[src/rtl/sseg_pkg.sv]
// Shared types and helpers for the scanned seven-segment decoder:
// scan FSM states, active-low hex glyph constants and pure decode helpers.
package sseg_pkg;

   typedef enum logic [1:0] {
      ST_IDLE   = 2'd0,
      ST_SETTLE = 2'd1,
      ST_HELD   = 2'd2
   } state_t;

   // Active-low segment patterns on {g,f,e,d,c,b,a} for hex digits 0..F.
   localparam logic [6:0] GLYPH_0 = 7'h40;
   localparam logic [6:0] GLYPH_1 = 7'h79;
   localparam logic [6:0] GLYPH_2 = 7'h24;
   localparam logic [6:0] GLYPH_3 = 7'h30;
   localparam logic [6:0] GLYPH_4 = 7'h19;
   localparam logic [6:0] GLYPH_5 = 7'h12;
   localparam logic [6:0] GLYPH_6 = 7'h02;
   localparam logic [6:0] GLYPH_7 = 7'h78;
   localparam logic [6:0] GLYPH_8 = 7'h00;
   localparam logic [6:0] GLYPH_9 = 7'h10;
   localparam logic [6:0] GLYPH_A = 7'h08;
   localparam logic [6:0] GLYPH_B = 7'h03;
   localparam logic [6:0] GLYPH_C = 7'h46;
   localparam logic [6:0] GLYPH_D = 7'h21;
   localparam logic [6:0] GLYPH_E = 7'h06;
   localparam logic [6:0] GLYPH_F = 7'h0E;

   // Map a 7-bit segment pattern to {valid, nibble}; unknown shapes give 0 and invalid.
   function automatic logic [4:0] decode_glyph(input logic [6:0] pat);
      logic [4:0] res;
      case (pat)
         GLYPH_0: res = {1'b1, 4'h0};
         GLYPH_1: res = {1'b1, 4'h1};
         GLYPH_2: res = {1'b1, 4'h2};
         GLYPH_3: res = {1'b1, 4'h3};
         GLYPH_4: res = {1'b1, 4'h4};
         GLYPH_5: res = {1'b1, 4'h5};
         GLYPH_6: res = {1'b1, 4'h6};
         GLYPH_7: res = {1'b1, 4'h7};
         GLYPH_8: res = {1'b1, 4'h8};
         GLYPH_9: res = {1'b1, 4'h9};
         GLYPH_A: res = {1'b1, 4'hA};
         GLYPH_B: res = {1'b1, 4'hB};
         GLYPH_C: res = {1'b1, 4'hC};
         GLYPH_D: res = {1'b1, 4'hD};
         GLYPH_E: res = {1'b1, 4'hE};
         GLYPH_F: res = {1'b1, 4'hF};
         default: res = {1'b0, 4'h0};
      endcase
      return res;
   endfunction

   // True when exactly one active-low anode line is asserted.
   function automatic logic one_low(input logic [3:0] an);
      logic res;
      case (an)
         4'b1110, 4'b1101, 4'b1011, 4'b0111: res = 1'b1;
         default:                            res = 1'b0;
      endcase
      return res;
   endfunction

   // Digit position selected by a one-hot-low anode word.
   function automatic logic [1:0] an_index(input logic [3:0] an);
      logic [1:0] res;
      case (an)
         4'b1110: res = 2'd0;
         4'b1101: res = 2'd1;
         4'b1011: res = 2'd2;
         4'b0111: res = 2'd3;
         default: res = 2'd0;
      endcase
      return res;
   endfunction

endpackage

[src/rtl/sseg_sync.sv]
// Two-flop synchronizer; resets to all-ones so an idle (all-high) display is seen.
module sseg_sync #(
   parameter int WIDTH = 12
) (
   input  logic             clk,
   input  logic             reset,
   input  logic [WIDTH-1:0] d,
   output logic [WIDTH-1:0] q
);

   logic [WIDTH-1:0] meta_r;

   // Two-stage capture of the asynchronous display bus.
   always_ff @(posedge clk or posedge reset) begin
      if (reset) begin
         meta_r <= {WIDTH{1'b1}};
         q      <= {WIDTH{1'b1}};
      end else begin
         meta_r <= d;
         q      <= meta_r;
      end
   end

endmodule

[src/rtl/sseg_scan_decoder.sv]
// Recovers the four hex digits shown on a multiplexed seven-segment display
// by debouncing each scanned {anode, segment} sample and decoding stable ones.
module sseg_scan_decoder
   import sseg_pkg::*;
#(
   parameter int STABLE_CYCLES  = 4,
   parameter int TIMEOUT_CYCLES = 2**20
) (
   input  logic        clk,
   input  logic        reset,
   input  logic [3:0]  an_in,
   input  logic [7:0]  sseg_in,
   output logic [15:0] digits,
   output logic [3:0]  dp,
   output logic [3:0]  seg_valid,
   output logic        frame_valid,
   output logic        stale
);

   localparam int               TMO_W       = $clog2(TIMEOUT_CYCLES + 1);
   localparam logic [TMO_W-1:0] TMO_MAX     = TMO_W'(TIMEOUT_CYCLES);
   localparam logic [7:0]       STABLE_LAST = 8'(STABLE_CYCLES);

   logic [11:0]      sync_in_s;
   logic [11:0]      sync_out_s;
   logic [3:0]       an_s;
   logic [7:0]       sseg_s;
   logic             scan_s;
   logic             same_s;
   logic [1:0]       idx_s;
   logic [4:0]       dec_s;

   state_t           state_r;
   state_t           state_next_s;
   logic [11:0]      ref_r;
   logic [11:0]      ref_next_s;
   logic [7:0]       count_r;
   logic [7:0]       count_next_s;
   logic             latch_s;

   logic [3:0]       seen_r;
   logic [3:0]       seen_acc_s;
   logic [3:0]       seen_next_s;
   logic             frame_done_s;
   logic [TMO_W-1:0] tmo_r;
   logic [TMO_W-1:0] tmo_next_s;

   assign sync_in_s = {an_in, sseg_in};

   sseg_sync #(.WIDTH(12)) u_sync (
      .clk   (clk),
      .reset (reset),
      .d     (sync_in_s),
      .q     (sync_out_s)
   );

   assign an_s   = sync_out_s[11:8];
   assign sseg_s = sync_out_s[7:0];
   assign scan_s = one_low(an_s);
   assign same_s = (sync_out_s == ref_r);
   assign idx_s  = an_index(an_s);
   assign dec_s  = decode_glyph(sseg_s[6:0]);

   // Scan FSM state, reference sample and stability count.
   always_ff @(posedge clk or posedge reset) begin
      if (reset) begin
         state_r <= ST_IDLE;
         ref_r   <= 12'hFFF;
         count_r <= 8'd0;
      end else begin
         state_r <= state_next_s;
         ref_r   <= ref_next_s;
         count_r <= count_next_s;
      end
   end

   // Next-state logic: count identical scannable samples, latch once on reaching the threshold.
   always_comb begin
      state_next_s = state_r;
      ref_next_s   = ref_r;
      count_next_s = count_r;
      latch_s      = 1'b0;
      case (state_r)
         ST_IDLE: begin
            if (scan_s) begin
               state_next_s = ST_SETTLE;
               ref_next_s   = sync_out_s;
               count_next_s = 8'd1;
            end else begin
               state_next_s = ST_IDLE;
            end
         end
         ST_SETTLE: begin
            if (!scan_s) begin
               state_next_s = ST_IDLE;
               count_next_s = 8'd0;
            end else if (same_s) begin
               if ((count_r + 8'd1) == STABLE_LAST) begin
                  latch_s      = 1'b1;
                  state_next_s = ST_HELD;
                  count_next_s = STABLE_LAST;
               end else begin
                  count_next_s = count_r + 8'd1;
               end
            end else begin
               ref_next_s   = sync_out_s;
               count_next_s = 8'd1;
            end
         end
         ST_HELD: begin
            if (!scan_s) begin
               state_next_s = ST_IDLE;
               count_next_s = 8'd0;
            end else if (same_s) begin
               state_next_s = ST_HELD;
            end else begin
               state_next_s = ST_SETTLE;
               ref_next_s   = sync_out_s;
               count_next_s = 8'd1;
            end
         end
         default: begin
            state_next_s = ST_IDLE;
            count_next_s = 8'd0;
         end
      endcase
   end

   // Frame tracking and inactivity timeout; a latch always restarts the timeout.
   always_comb begin
      seen_acc_s   = seen_r;
      frame_done_s = 1'b0;
      seen_next_s  = seen_r;
      tmo_next_s   = tmo_r;
      if (latch_s) begin
         seen_acc_s = seen_r | (4'b0001 << idx_s);
         tmo_next_s = {TMO_W{1'b0}};
      end else if (tmo_r == TMO_MAX) begin
         tmo_next_s = tmo_r;
      end else begin
         tmo_next_s = tmo_r + {{(TMO_W-1){1'b0}}, 1'b1};
      end
      frame_done_s = latch_s && (seen_acc_s == 4'b1111);
      if (frame_done_s) begin
         seen_next_s = 4'b0000;
      end else if (tmo_next_s == TMO_MAX) begin
         seen_next_s = 4'b0000;
      end else begin
         seen_next_s = seen_acc_s;
      end
   end

   // Registered digit outputs, frame pulse and stale flag.
   always_ff @(posedge clk or posedge reset) begin
      if (reset) begin
         digits      <= 16'h0000;
         dp          <= 4'b0000;
         seg_valid   <= 4'b0000;
         frame_valid <= 1'b0;
         stale       <= 1'b0;
         seen_r      <= 4'b0000;
         tmo_r       <= {TMO_W{1'b0}};
      end else begin
         if (latch_s) begin
            digits[{idx_s, 2'b00} +: 4] <= dec_s[3:0];
            seg_valid[idx_s]            <= dec_s[4];
            dp[idx_s]                   <= ~sseg_s[7];
         end
         frame_valid <= frame_done_s;
         stale       <= (tmo_next_s == TMO_MAX);
         seen_r      <= seen_next_s;
         tmo_r       <= tmo_next_s;
      end
   end

endmodule

[config.mk]
export PLATFORM = sky130hd
export DESIGN_NAME = sseg_scan_decoder
export DESIGN_NICKNAME = d
export VERILOG_FILES = /design/src/rtl/sseg_pkg.sv /design/src/rtl/sseg_sync.sv /design/src/rtl/sseg_scan_decoder.sv
export SDC_FILE = /design/constraint.sdc
export NUM_CORES = 1
export LEC_CHECK = 0
export BUFFER_PORTS_ARGS = -buffer_cell sky130_fd_sc_hd__clkbuf_2
export CAP_MARGIN = 20
export CORE_MARGIN = 1.5
export CORE_UTILIZATION = 50
export CTS_BUF_LIST = sky130_fd_sc_hd__clkbuf_16
export DETAILED_ROUTE_END_ITERATION = 8
export PLACE_DENSITY_LB_ADDON = 0.08
export SETUP_SLACK_MARGIN = 0.02
export SYNTH_ARGS = -nofsm -noshare
export SYNTH_HDL_FRONTEND = slang
export SYNTH_HIERARCHICAL = 1
export SYNTH_SLANG_ARGS = --single-unit
[constraint.sdc]
create_clock -name clk -period 2.8 [get_ports clk]
set_input_delay 0.14 -clock clk [delete_from_list [all_inputs] [get_ports clk]]
set_output_delay 0.14 -clock clk [all_outputs]
set_load 0.01 [all_outputs]
== Word level (Yosys, flattened, before mapping) ==
Index checks and enable logic that the tools add are counted.

* Input port bits: 14
* Output and inout port bits: 26
* Word-level logic and storage cells: 99
* Register bits after elaboration: 97

* Muxes and demuxes: 35
* Bitwise operators: 2
* Equal/unequal tests: 32
* Reductions and logical operators: 10
* $lt $le $gt $ge: 2
* Shifts and indexed selects: 3
* Add/subtract/negate cells: 3

{| class="wikitable"
|+ Operator list
! kind !! count
|-
| $pmux W5 S16 || 1
|-
| $mux W8 || 6
|-
| $eq A21 B21 Y1 const B || 2
|-
| $mux W21 || 2
|-
| $mux W12 || 3
|-
| $eq A7 B7 Y1 const B || 4
|-
| $pmux W12 S2 || 1
|-
| $pmux W8 S3 || 1
|-
| $add A21 B1 Y21 const B || 1
|-
| $eq A7 B5 Y1 const B || 3
|-
| $eq A7 B6 Y1 const B || 3
|-
| $bwmux W16 || 1
|-
| $eq A4 B4 Y1 const B || 4
|-
| $shift A4 B6 Y16 const A || 1
|-
| $shiftx A4 B6 Y16 || 1
|-
| $eq A7 B2 Y1 const B || 2
|-
| $eq A7 B4 Y1 const B || 2
|-
| $eq A12 B12 Y1 || 1
|-
| $mux W4 || 3
|-
| $pmux W2 S3 || 2
|-
| $mux W2 || 5
|-
| $ne A3 B3 Y1 const B || 3
|-
| $add A8 B1 Y8 const B || 1
|-
| $bwmux W4 || 2
|-
| other kinds (23) || 32
|}

== Logic depth before layout (Yosys ltp) ==
* Word-level depth: 10
* Depth in mapped cells: 10
* Mapped depth without buffers: 9

== Cells and area by module ==
Netlist, hierarchy kept.

{| class="wikitable"
|+ Modules (own cells, without submodules)
! module !! area each (µm²) !! instances !! seq. area each (µm²) !! cells an instance
|-
| sseg_scan_decoder || 4,428.0 || 1 || 1,841.8 || 461
|-
| sseg_sync || 634.4 || 1 || 630.6 || 25
|}

== Least setup slack after synthesis ==
OpenSTA, ideal clock, no wires.

* Path kind: reg-to-reg
* Start: register tmo_r[0]
* End: register seen_r[1]
* Required time: 2.713 ns
* Setup slack: 0.448 ns
* Period minus slack after synthesis: 2.352 ns
* Data arrival time: 2.266 ns
* Setup time: 0.087 ns
* Cell stages (with the launch flop): 10
* Path buffers: 1
* Cells stage by stage: dfrtp_1 > buf_2 > inv_1 > ha_1 > or4b_1 > nor4_4 > mux2_1 > nand4_1 > and4bb_4 > a211oi_2

* Cells in the longest elaborated chain, start to end: 6
* Elaborated cells on any way between the ends: 7
* Classes of those cells: add/sub: 1; eq/ne: 2; mux: 4

{| class="wikitable"
|+ RTL lines
! item !! line !! text
|-
| start, declared || sseg_scan_decoder.sv:45 || <nowiki>logic [TMO_W-1:0] tmo_r;</nowiki>
|-
| start signal, assigned || sseg_scan_decoder.sv:162 || <nowiki>tmo_r <= {TMO_W{1'b0}};</nowiki>
|-
| start signal, assigned || sseg_scan_decoder.sv:172 || <nowiki>tmo_r <= tmo_next_s;</nowiki>
|-
| $add A21 B1 Y21 / $eq A21 B21 Y1 (equally long branches) || sseg_scan_decoder.sv:141, sseg_scan_decoder.sv:138 ||
|-
| $mux W21 * || sseg_scan_decoder.sv:138 || <nowiki>end else if (tmo_r == TMO_MAX) begin</nowiki>
|-
| $mux W21 * || sseg_scan_decoder.sv:135 || <nowiki>if (latch_s) begin</nowiki>
|-
| $eq A21 B21 Y1 * || sseg_scan_decoder.sv:146 || <nowiki>end else if (tmo_next_s == TMO_MAX) begin</nowiki>
|-
| $mux W4 * || sseg_scan_decoder.sv:146 ||
|-
| $mux W4 * || sseg_scan_decoder.sv:144 || <nowiki>if (frame_done_s) begin</nowiki>
|-
| via seen_next_s[1] || sseg_scan_decoder.sv:43 || <nowiki>logic [3:0] seen_next_s;</nowiki>
|-
| end signal, assigned || sseg_scan_decoder.sv:171 || <nowiki>seen_r <= seen_next_s;</nowiki>
|-
| end, declared || sseg_scan_decoder.sv:41 || <nowiki>logic [3:0] seen_r;</nowiki>
|}

Mark *: on every way through the listed nets, which the timed path passes. The rest lies on a longest branch.
A chain may end at the register's enable or synchronous reset.

== Worst setup path after layout ==
* Start: register u_sync.q[2]
* End: register seg_valid[0]

* Cells in the longest elaborated chain, start to end: 4
* Elaborated cells on any way between the ends: 22
* Classes of those cells: eq/ne: 16; mux: 5; reduce/logical: 1

{| class="wikitable"
|+ RTL lines
! item !! line !! text
|-
| start, declared || sseg_sync.sv:8 || <nowiki>output logic [WIDTH-1:0] q</nowiki>
|-
| start signal, assigned || sseg_sync.sv:17 || <nowiki>q <= {WIDTH{1'b1}};</nowiki>
|-
| start signal, assigned || sseg_sync.sv:20 || <nowiki>q <= meta_r;</nowiki>
|-
| branches (longest 4 deep; another with $pmux W5 S16) || - ||
|-
| end signal, assigned by index || sseg_scan_decoder.sv:166 || <nowiki>seg_valid[idx_s] <= dec_s[4];</nowiki>
|-
| end, declared || sseg_scan_decoder.sv:15 || <nowiki>output logic [3:0] seg_valid,</nowiki>
|}

Several ways; the timed one is not identified.

==> results.cfg <==
[status]
outcome = completed

[power]
combPwrFrac_pct = 8.3
irDropWorstVdd_mv = 0.3304
p_int_mw = 2.275
clkPwrFrac_pct = 39.4
p_switching_mw = 0.7702
seq_power_share_pct = 52.3
total_leakage_power_nw = 2.422
power_density_nw_per_um2 = 531.1
sw_frac_of_total_pct = 25.29
power.total_mw = 3.045

[logic_synthesis]
ys_warn_count = 6
ys_seq_elements = 97
synthSimpleGateAreaFrac_pct = 22.07
synth.cell_area_um2 = 5062
synth_top_family_by_area = simple AND/OR/NAND/NOR gates
synthCells = 486
syn_avg_cell_area_um2 = 10.42
synth-edff-count = 0
yosysUniqueCellTypes = 69
synthFlopType = dfrtp_1
synthMuxAreaShare_pct = 3.979
ys_async_sr_fraction_pct = 100.0
synth_fa_ha_area_share_pct = 3.460
synth_xor_area_share_pct = 6.401
synth_compound_area_share_pct = 10.87
syn-num-nets = 514
ys_seq_area_share_pct = 48.84

[floorplan]
pin_count = 40
row_count = 36
coreArea_um2 = 9819
die_h_um = 103.6
die_x_um = 103.6
start_util_pct = 51.55
dieArea_um2 = 10740

[critical_path]
start_kind = flop
crit_required_ps = 3020
worstPathArrival_ps = 2780
end_kind = flop
crit_fanout = 17
crit_type = flop to flop

[drt]
dr_total_vias = 3660
wl_per_cell_um = 14.92
ant_nets = 0
drtIter0Drc = 97
wirelength_um = 9895
routed_via_density = 5.520
first_pass_iters = 4
drc_errors = 0

[sta]
rsz0062_at_grt = false
finalHoldViolations = 0
clock_skew_ps = 12.26
finalMaxSlewViolations = 0
final-setup-viol-count = 0
fin_crit_sh_pct = 91.30
worst_hold_slack_ps = 355.4
slew_headroom_pct = 46.31
setup_tns_ps = 0
fin_crit_ps = 2557
max_freq_mhz = 391.2
tightestPinTransition_ps = 800.0
fin_ws_ps = 243.5

[placed_design]
place.gp.congestion = 0.7948
place_ws_ps = 260.1
io_buffer_count = 39
place.detailed.hpwl_um = 6773

[cts]
cts_htree_levels = 3
clock_sinks = 97
postCtsSetupBuffers = 0
clkTransAtPathRegs_ps = 80
clk_path_buf_depth = 2
cts_made_buffers = 9
clock_latency_ps = 350
clock-root-buffer = clkbuf_16
cts_tree = done

[grt]
grt_pass1_vias = 3434
overflow = 0
grt_max_degree = 40
grt.total_usage_pct = 19.28
antenna_found_initial = 0
grt_pass1_wl_um = 16840

[finish]
utilization_pct = 58.38
nets = 553
drive_above_1_share_pct = 23.58
fillers = 869
syn2layout_area_growth_pct = 13.25
num_antenna_cells = 0

[flow_run]
drv_cap = 0

[min_path]
hold_class = flop to flop
==> cell type report <==
cell class                      instances  area, um^2  area share, %
Tap cell                              133       166.4          2.903
Multi-Input combinational cell        345        2369          41.31
Inverter                               13       48.80         0.8512
Clock inverter                          7       61.31          1.069
Timing Repair Buffer                   59       390.4          6.809
Clock buffer                            9       225.2          3.928
Sequential cell                        97        2472          43.13
==> state kept, by name (all words and copies together) (netlist names) <==
register and count:
stale 1, tmo_r 21, u_sync/meta_r 12, ref_r 12
seg_valid 4, count_r 8, state_r 2, u_sync/q 12
frame_valid 1, digits 16, seen_r 4, dp 4
==> kinds of logic after synthesis <==
| group | after synthesis |
|---|---|
| xor+xnor | 37 |
| compound gates | 83 |
| flops | 97 |
| buf+inv | 44 |
| fa+ha+maj | 14 |
| simple gates | 193 |
| mux | 18 |
==> critical path, stage by stage, from the launching register on <==
cell,delay [ps]
dfstp_2,710
xnor2_1,160
nand4_1,170
nor3_4,200
and4b_1,470
nand2_1,310
mux2_1,390
==> power groups by stage <==
stage	Clock (mW)	Combinational (mW)	Sequential, mW
2_1_floorplan	0	0.209	1.58
3_3_place_gp	0	0.235	1.61
3_5_place_dp	0	0.242	1.62
4_1_cts	1.23	0.258	1.59
5_1_grt	1.30	0.284	1.60
6_report	1.20	0.253	1.59
==> path summary, 6_finish.rpt <==
path                            slack [ps]            to              from  depth (start not counted)
worst min-delay path                   360   u_sync/q[2]  u_sync/meta_r[2]                          0
min in group asynchronous              470  seg_valid[1]             reset                          3
worst max register to register         240  seg_valid[0]       u_sync/q[2]                          6
worst max-delay path                   240  seg_valid[0]       u_sync/q[2]                          6
worst min register to register         360   u_sync/q[2]  u_sync/meta_r[2]                          0
max in group asynchronous             1670         stale             reset                          4
==> layout by cell type, fill, tap and decap left out, drive strengths merged, types with 4 or more instances in the layout <==
master       synthesis  routed
dlygate4sd3          0      13
nor2b                8       8
and3                 5       5
inv                 13      19
dfrtp               61      61
nand4               13      13
clkbuf              10      48
nand2               49      49
nand2b               7       7
o21ai               19      19
xnor2               26      26
nor3                15      15
nor4                 7       7
nand3b               4       4
o31ai               19      19
a21oi               18      18
mux2                17      17
buf                 21       7
o211ai               4       4
ha                  14      14
dfstp               36      36
xor2                11      11
nor2                43      43
nand3               15      15
==> timing repair <==
| item | in CTS | in global routing |
|---|---|---|
| endpoints found under the hold margin | 34 | 0 |
| resized for setup | 0 | 0 |
| hold buffers | 13 | 0 |
==> metal layers <==
| metal | vias to the layer above | routed length, um | GRT usage [%] |
|---|---|---|---|
| met5 | - | 0 | 0 |
| met4 | 0 | 128 | 6.052 |
| met3 | 12 | 382 | 4.342 |
| met2 | 66 | 4504 | 28.19 |
| met1 | 1778 | 4879 | 28.50 |
| li1 | 1804 | - | - |
==> metrics by stage <==
stage / cell area, um^2 / instances
2_1_floorplan: 5062 / 486
3_3_place_gp: 5316 / 634
3_5_place_dp: 5316 / 634
4_1_cts: 5733 / 663
5_1_grt: 5733 / 663
6_report: 5733 / 663
==> cells in the mapped netlist, types with 3 or more instances <==
library cell   n  area, um^2
a21oi_1       17       85.08
and3_1         5       31.28
and4_1         3       26.28
buf_2         14       70.07
buf_4          4       30.03
buf_6          3       33.78
clkbuf_1       9       33.78
dfrtp_1       61        1526
dfstp_2       36       945.9
ha_1          14       175.2
inv_1         12       45.04
mux2_1        10       112.6
mux2_2         7       78.83
nand2_1       45       168.9
nand2_2        4       25.02
nand2b_1       7       43.79
nand3_1       15       75.07
nand3b_1       4       30.03
nand4_1       12       75.07
nor2_1        43       161.4
nor2b_1        8       50.05
nor3_1        11       55.05
nor3b_1        3       22.52
nor4_1         4       25.02
o211ai_1       4       30.03
o21a_1         3       22.52
o21ai_0        9       45.04
o21ai_1       10       50.05
o31ai_1       19       142.6
o41ai_1        3       26.28
xnor2_1       26       227.7
xor2_1        11       96.34
No activity file was read; power rests on OpenSTA's default activity.
